[src/rtl/stream_mux_rr.sv]
// stream_mux_rr: N-to-1 valid/ready stream multiplexer with an internal
// round-robin or fixed-priority arbiter and one output pipeline register.
//
// Parameters:
//   p_nbits   message width in bits
//   p_nchans  number of input channels (>= 2)
//   p_rr      1 = round-robin starting at ptr, 0 = lowest index wins
// Ports:
//   clk, reset_n        clock, asynchronous active-low reset
//   in_val / in_rdy     per-channel handshake (in_rdy is combinational)
//   in_msg              channel i at bits [i*p_nbits +: p_nbits]
//   out_val / out_rdy   output handshake (out_val registered)
//   out_msg             registered message
//   out_sel             index of the channel that supplied out_msg
module stream_mux_rr #(
    parameter int unsigned p_nbits  = 4,
    parameter int unsigned p_nchans = 2,
    parameter int unsigned p_rr     = 1,
    localparam int unsigned c_selbits = (p_nchans > 2) ? $clog2(p_nchans) : 1
) (
    input  logic                          clk,
    input  logic                          reset_n,
    input  logic [p_nchans-1:0]           in_val,
    output logic [p_nchans-1:0]           in_rdy,
    input  logic [p_nchans*p_nbits-1:0]   in_msg,
    output logic                          out_val,
    input  logic                          out_rdy,
    output logic [p_nbits-1:0]            out_msg,
    output logic [c_selbits-1:0]          out_sel
);

    // One extra bit so ptr + k never overflows before the modulo fold.
    localparam int unsigned c_idxbits = c_selbits + 1;
    localparam logic [c_idxbits-1:0] c_nchans = c_idxbits'(p_nchans);
    localparam logic [c_selbits-1:0] c_last   = c_selbits'(p_nchans - 1);

    logic                  out_val_q, out_val_d;
    logic [p_nbits-1:0]    out_msg_q, out_msg_d;
    logic [c_selbits-1:0]  out_sel_q, out_sel_d;
    logic [c_selbits-1:0]  ptr_q,     ptr_d;

    logic [p_nchans-1:0]   grant;
    logic [c_selbits-1:0]  gidx;
    logic                  found;
    logic [c_idxbits-1:0]  idx;
    logic [p_nbits-1:0]    sel_msg;
    logic                  can_accept;
    logic                  xfer;

    // Arbiter: first valid channel scanning from ptr (or from 0), wrapping.
    always_comb begin
        grant = '0;
        gidx  = '0;
        found = 1'b0;
        idx   = '0;
        for (int unsigned k = 0; k < p_nchans; k++) begin
            idx = ((p_rr != 0) ? {1'b0, ptr_q} : '0) + c_idxbits'(k);
            if (idx >= c_nchans) begin
                idx = idx - c_nchans;
            end
            if (!found && in_val[idx[c_selbits-1:0]]) begin
                found                    = 1'b1;
                grant[idx[c_selbits-1:0]] = 1'b1;
                gidx                     = idx[c_selbits-1:0];
            end
        end
    end

    // Select the granted channel's payload.
    always_comb begin
        sel_msg = '0;
        for (int unsigned i = 0; i < p_nchans; i++) begin
            if (gidx == c_selbits'(i)) begin
                sel_msg = in_msg[i*p_nbits +: p_nbits];
            end
        end
    end

    assign can_accept = !out_val_q || out_rdy;
    assign xfer       = found && can_accept;
    // reset_n gating keeps in_rdy low while the register is held in reset.
    assign in_rdy     = (reset_n && can_accept) ? grant : '0;

    // Output register / pointer next state.
    always_comb begin
        out_val_d = out_val_q;
        out_msg_d = out_msg_q;
        out_sel_d = out_sel_q;
        ptr_d     = ptr_q;
        if (xfer) begin
            out_val_d = 1'b1;
            out_msg_d = sel_msg;
            out_sel_d = gidx;
            ptr_d     = (gidx == c_last) ? '0 : gidx + c_selbits'(1);
        end else if (out_rdy) begin
            out_val_d = 1'b0;
        end
    end

    always_ff @(posedge clk or negedge reset_n) begin
        if (!reset_n) begin
            out_val_q <= 1'b0;
            out_msg_q <= '0;
            out_sel_q <= '0;
            ptr_q     <= '0;
        end else begin
            out_val_q <= out_val_d;
            out_msg_q <= out_msg_d;
            out_sel_q <= out_sel_d;
            ptr_q     <= ptr_d;
        end
    end

    assign out_val = out_val_q;
    assign out_msg = out_msg_q;
    assign out_sel = out_sel_q;

endmodule

[config.mk]
export PLATFORM = sky130hd
export DESIGN_NAME = stream_mux_rr
export DESIGN_NICKNAME = d
export VERILOG_FILES = /design/src/rtl/stream_mux_rr.sv
export SDC_FILE = /design/constraint.sdc
export NUM_CORES = 1
export LEC_CHECK = 0
export ABC_AREA = 1
export CORE_AREA = 2 2 39 41
export CTS_CLUSTER_DIAMETER = 150
export DETAILED_ROUTE_END_ITERATION = 7
export DIE_AREA = 0 0 41 43
export PLACE_DENSITY = 0.61
export SLEW_MARGIN = 20
export SYNTH_ARGS = -nofsm -noshare
export SYNTH_HDL_FRONTEND = slang
export SYNTH_SLANG_ARGS = --single-unit
[constraint.sdc]
create_clock -name clk -period 0.87 [get_ports clk]
set_input_delay 0.174 -clock clk [delete_from_list [all_inputs] [get_ports clk]]
set_output_delay 0.174 -clock clk [all_outputs]
set_load 0.03 [all_outputs]
* Word level (Yosys, flattened, before mapping)
Cells that the tools add are included.
** Word-level totals
- Bits in registers :: 7
- Input port bits :: 13
- Output and inout port bits :: 8
- Word-level logic and storage cells :: 45
** Operators by class
- Add/subtract/negate cells :: 4
- Magnitude comparators :: 6
- Mux-type cells :: 21
- Bitwise logic cells :: 1
- Reductions and logical operators :: 9
** Operator list (number)
- $mux 1 :: 15
- $mux 2 :: 3
- $logic_and 1x1->1 :: 5
- $lt 1x2->1 const B :: 2
- $mux 4 :: 1
- $add 1x1->2 const B :: 1
- $demux 1 s1 :: 2
- $ge 1x1->1 const B :: 2
- $ge 1x2->1 const B :: 1
- $ge 2x2->1 const B :: 1
- $logic_not 1->1 :: 2
- $or 2x2->2 :: 1
- $reduce_bool 2->1 :: 1
- $sub 1x1->1 const B :: 2
- $add 1x1->1 const B :: 1
- $logic_or 1x1->1 :: 1

* Logic depth before layout (Yosys ltp)
- Depth in word-level cells :: 10
- Depth in mapped cells :: 7

* Least setup slack after synthesis
OpenSTA, ideal clock, no wires.
- Path kind :: reg-to-output
- Start :: register out_val_q (netlist: out_val)
- End :: output port in_rdy[1]
- Arrival :: 1.233 ns
- Data required time :: 0.696 ns
- Slack :: -0.537 ns
- Stages on the path, launching flop included :: 4
- Path through :: dfrtp_1 -> nand2_1 -> nand3_2 -> nor2_1
** On the way
- Longest elaborated chain between the ends :: 4
** Ends and longest elaborated chain
- from (decl) :: RTL line 37 : logic out_val_q, out_val_d;
- from (signal assigned) :: RTL line 107 : out_val_q <= out_val_d;
- $logic_not 1->1 :: RTL line 79 : assign can_accept = !out_val_q || out_rdy;
- $logic_or 1x1->1 :: RTL line 79
- $logic_and 1x1->1 :: RTL line 82 : assign in_rdy = (reset_n && can_accept) ? grant : '0;
- $mux 2 :: RTL line 82
- to (decl) :: RTL line 24 : output logic [p_nchans-1:0] in_rdy,
No other way between the ends.

* Worst setup path after layout
- Start :: register out_val_q (netlist: out_val)
- End :: output port in_rdy[0]
Same word-level chain as after synthesis.

==> run metrics <==
outcome complete, but fails checks; violated checks negative setup slack; Overall Global Routing Usage 15.18%; Flop pwr share 27.8%; port bufs 20; post-route insts no fill 114; final hold slack around 0.23 ns; largest net degree at the start of global routing 8; Max VDD drop 1.181 mV; final net count 112; mux contribution to synthesized area 0%; combinational share of power 56.6%; Critical Path AT 1.09 ns; R2R setup slack -0.33 ns; router iterations before antenna repair 4; vias in the first global route 461; critical path data required time roughly 0.7 ns; Yosys cell types 7; post-synth top area share between 40% and 50%; Worst Hold Class input port to asynchronous set/reset pin; Pwr per Cell Area 2321 nW/µm²; overall die width 41 µm; Inserted Clock Buffers 3; Pint 1.141 mW; worst skew pair latency 0.25 ns; Mapped Area 389.1 µm²; most common cell in the netlist nand2_1; share of layout cells above drive strength 1 36.73%; post-route clock period utilization 144.9%; Remaining DRCs 0; Syn Inst Count 60; Worst-Margin Slew ~0.19 ns; synthesis-to-layout area growth 106.4%; DRT antenna net count 0; critical path peak fanout 3; gr ovfl total 0; min Tclk post-route between 1 and 1.5 ns; reg2reg start ptr_q$_DFFE_PN0P_; max-slew violations 0; Via Count 480; Max-slew headroom roughly 87%; switching share of power about two fifths; clock power share 15.6%; RSZ-0062 raised after global routing yes; Reg2Reg Depth 8; min setup slack post-route -0.3908 ns; WS Path Type flop to primary output; CP endpoint in_rdy[0]; Post-synth top cells nand2_1, nor2_1, inv_1; Reg-to-Reg End out_msg[3]$_DFFE_PN0P_; register area share after synthesis 45.02%; drt total wl 1050 µm; initial antenna violation count 0; Compound-Gate Fraction of Synth Area 0%; Final Util 58.05%; dominant cells by area after synthesis dfrtp_1, nand2_1, nor2_1; WL per Instance 9.211 µm; Post-Synth Simple-Gate Area roughly 42%; Placement Rows 14; maximum level of the CTS H-tree 1; syn_area_per_cell roughly 6.5 µm²; root buffer cell clkbuf_4; CTS Buffer Depth 2; Die H between 40 and 50 µm; CTS Hold Buffers Added 0; Worst setup SP type flop; CP startpoint out_val$_DFFE_PN0P_; DP Wirelength about 750 µm; # IOs 21; synth warn 0; drt via density 4.211; Net Switching roughly 0.72 mW; Final Hold Viols 0; FMAX 793.1 MHz; Slowest Stage Delay on Critical Path 0.42 ns; CTS tree built; Clock Skew between 0.0015 and 0.002 ns; Worst Setup End Kind primary output; Core ar. roughly 1400 µm²; Die ar. 1763 µm²; ys flop type dfrtp_1; cell taking the most area after synthesis dfrtp_1; post-synthesis xor/xnor area fraction 0%; Post-Synth Adder-Cell Area 0%; number of synthesized flops with an enable pin 0; largest family of logic cells by synthesized area simple AND/OR/NAND/NOR gates; Syn Nets 73; fraction of registers with async set/reset 100.0%; Reg clk slew, reported paths 0.05 ns; Yosys reg bits 7; Sinks on Clock Net 7; Starting Density 28.12%; slowest library cell on the worst path dfrtp_2; Antenna diodes 0; GP Congestion 0.6813; final setup fails 15; Max-Cap Viols 0; number of placed cells counting well taps 102; critical path cell sequence nand2_4, nand3_4, nor2_4, buf_6; first-pass GRT wire length 1780 µm; Leak 0.4474 nW; DRT iter0 DRCs 5
-- what timing repair did --
item,4_1_cts,5_1_grt
pin swaps,5,0
hold endpoints to repair,0,0
setup buffers,4,4
endpoints found under the setup margin,15,15
resized for setup,12,3
-- sequential cells by signal, summed over array words and instances, names as in the netlist --
name / count
out_sel: 1
out_msg: 4
out_val: 1
ptr_q: 1
-- logic make-up after synthesis --
group                  count (synthesis)
DFF                                    7
and+or+nand+nor                       40
buffers and inverters                 13
-- routing by layer --
layer	track usage [%]	part of all wire [%]
met5	0	0
met4	8.000	2.9
met3	4.712	5.5
met2	24.69	52
met1	16.50	40
-- through the flow --
stage / setup TNS, ns / instance area, µm² / worst slack (ns) / power (mW)
4_1_cts: -3.788 / 762.0 / -0.3948 / 1.769
2_1_floorplan: -0.8190 / 427.9 / -0.2140 / 0.9623
3_5_place_dp: -4.296 / 673.1 / -0.4993 / 1.323
6_report: -3.564 / 803.3 / -0.3908 / 1.865
5_1_grt: -4.335 / 803.3 / -0.4629 / 1.981
3_3_place_gp: -4.085 / 673.1 / -0.4911 / 1.309
-- worst min path at each step --
| stage | cells after the start | start | to |
|---|---|---|---|
| global placement | 2 | out_sel$_DFFE_PN0P_ | out_sel$_DFFE_PN0P_ |
| global route | 2 | reset_n | ptr_q$_DFFE_PN0P_ |
| detailed placement | 2 | out_sel$_DFFE_PN0P_ | out_sel$_DFFE_PN0P_ |
| finish | 2 | reset_n | out_msg[2]$_DFFE_PN0P_ |
| floorplan | 0 | reset_n | out_msg[0]$_DFFE_PN0P_ |
| CTS | 2 | reset_n | out_msg[0]$_DFFE_PN0P_ |
-- power groups by stage --
stage          Combinational [mW]  Sequential [mW]  Clock, mW
2_1_floorplan               0.275            0.688          0
3_3_place_gp                0.801            0.508          0
3_5_place_dp                0.816            0.507          0
4_1_cts                     0.952            0.516      0.301
5_1_grt                      1.14            0.532      0.312
6_report                     1.06            0.519      0.290
-- worst max-delay path: cells and delay by family, from the launching register on --
| kind | cells | cell delay, ns |
|---|---|---|
| DFF | 1 | 0.42 |
| and+or+nand+nor | 3 | 0.28 |
| buffers and inverters | 1 | 0.13 |
-- cell usage in the layout, fill, tap and decap left out --
cell type        count
nand2_1             19
buf_4               13
inv_1               12
nor2_1              12
clkdlybuf4s50_1     10
buf_6                9
dfrtp_1              6
nand2_2              3
clkbuf_4             3
nand2_4              2
nand3_4              2
nor2_4               2
dlygate4sd2_1        2
inv_2                1
clkbuf_1             1
dfrtp_2              1
-- final cells by class --
| class | count | area [µm²] |
|---|---|---|
| Multi-Input combinational cell | 40 | 215.2 |
| Fill cell | 134 | 580.6 |
| Timing Repair Buffer | 34 | 316.6 |
| Tap cell | 16 | 20.02 |
| Sequential cell | 7 | 176.4 |
| Inverter | 13 | 48.80 |
| Clock buffer | 4 | 26.28 |
(Power assumes the default switching activity.)
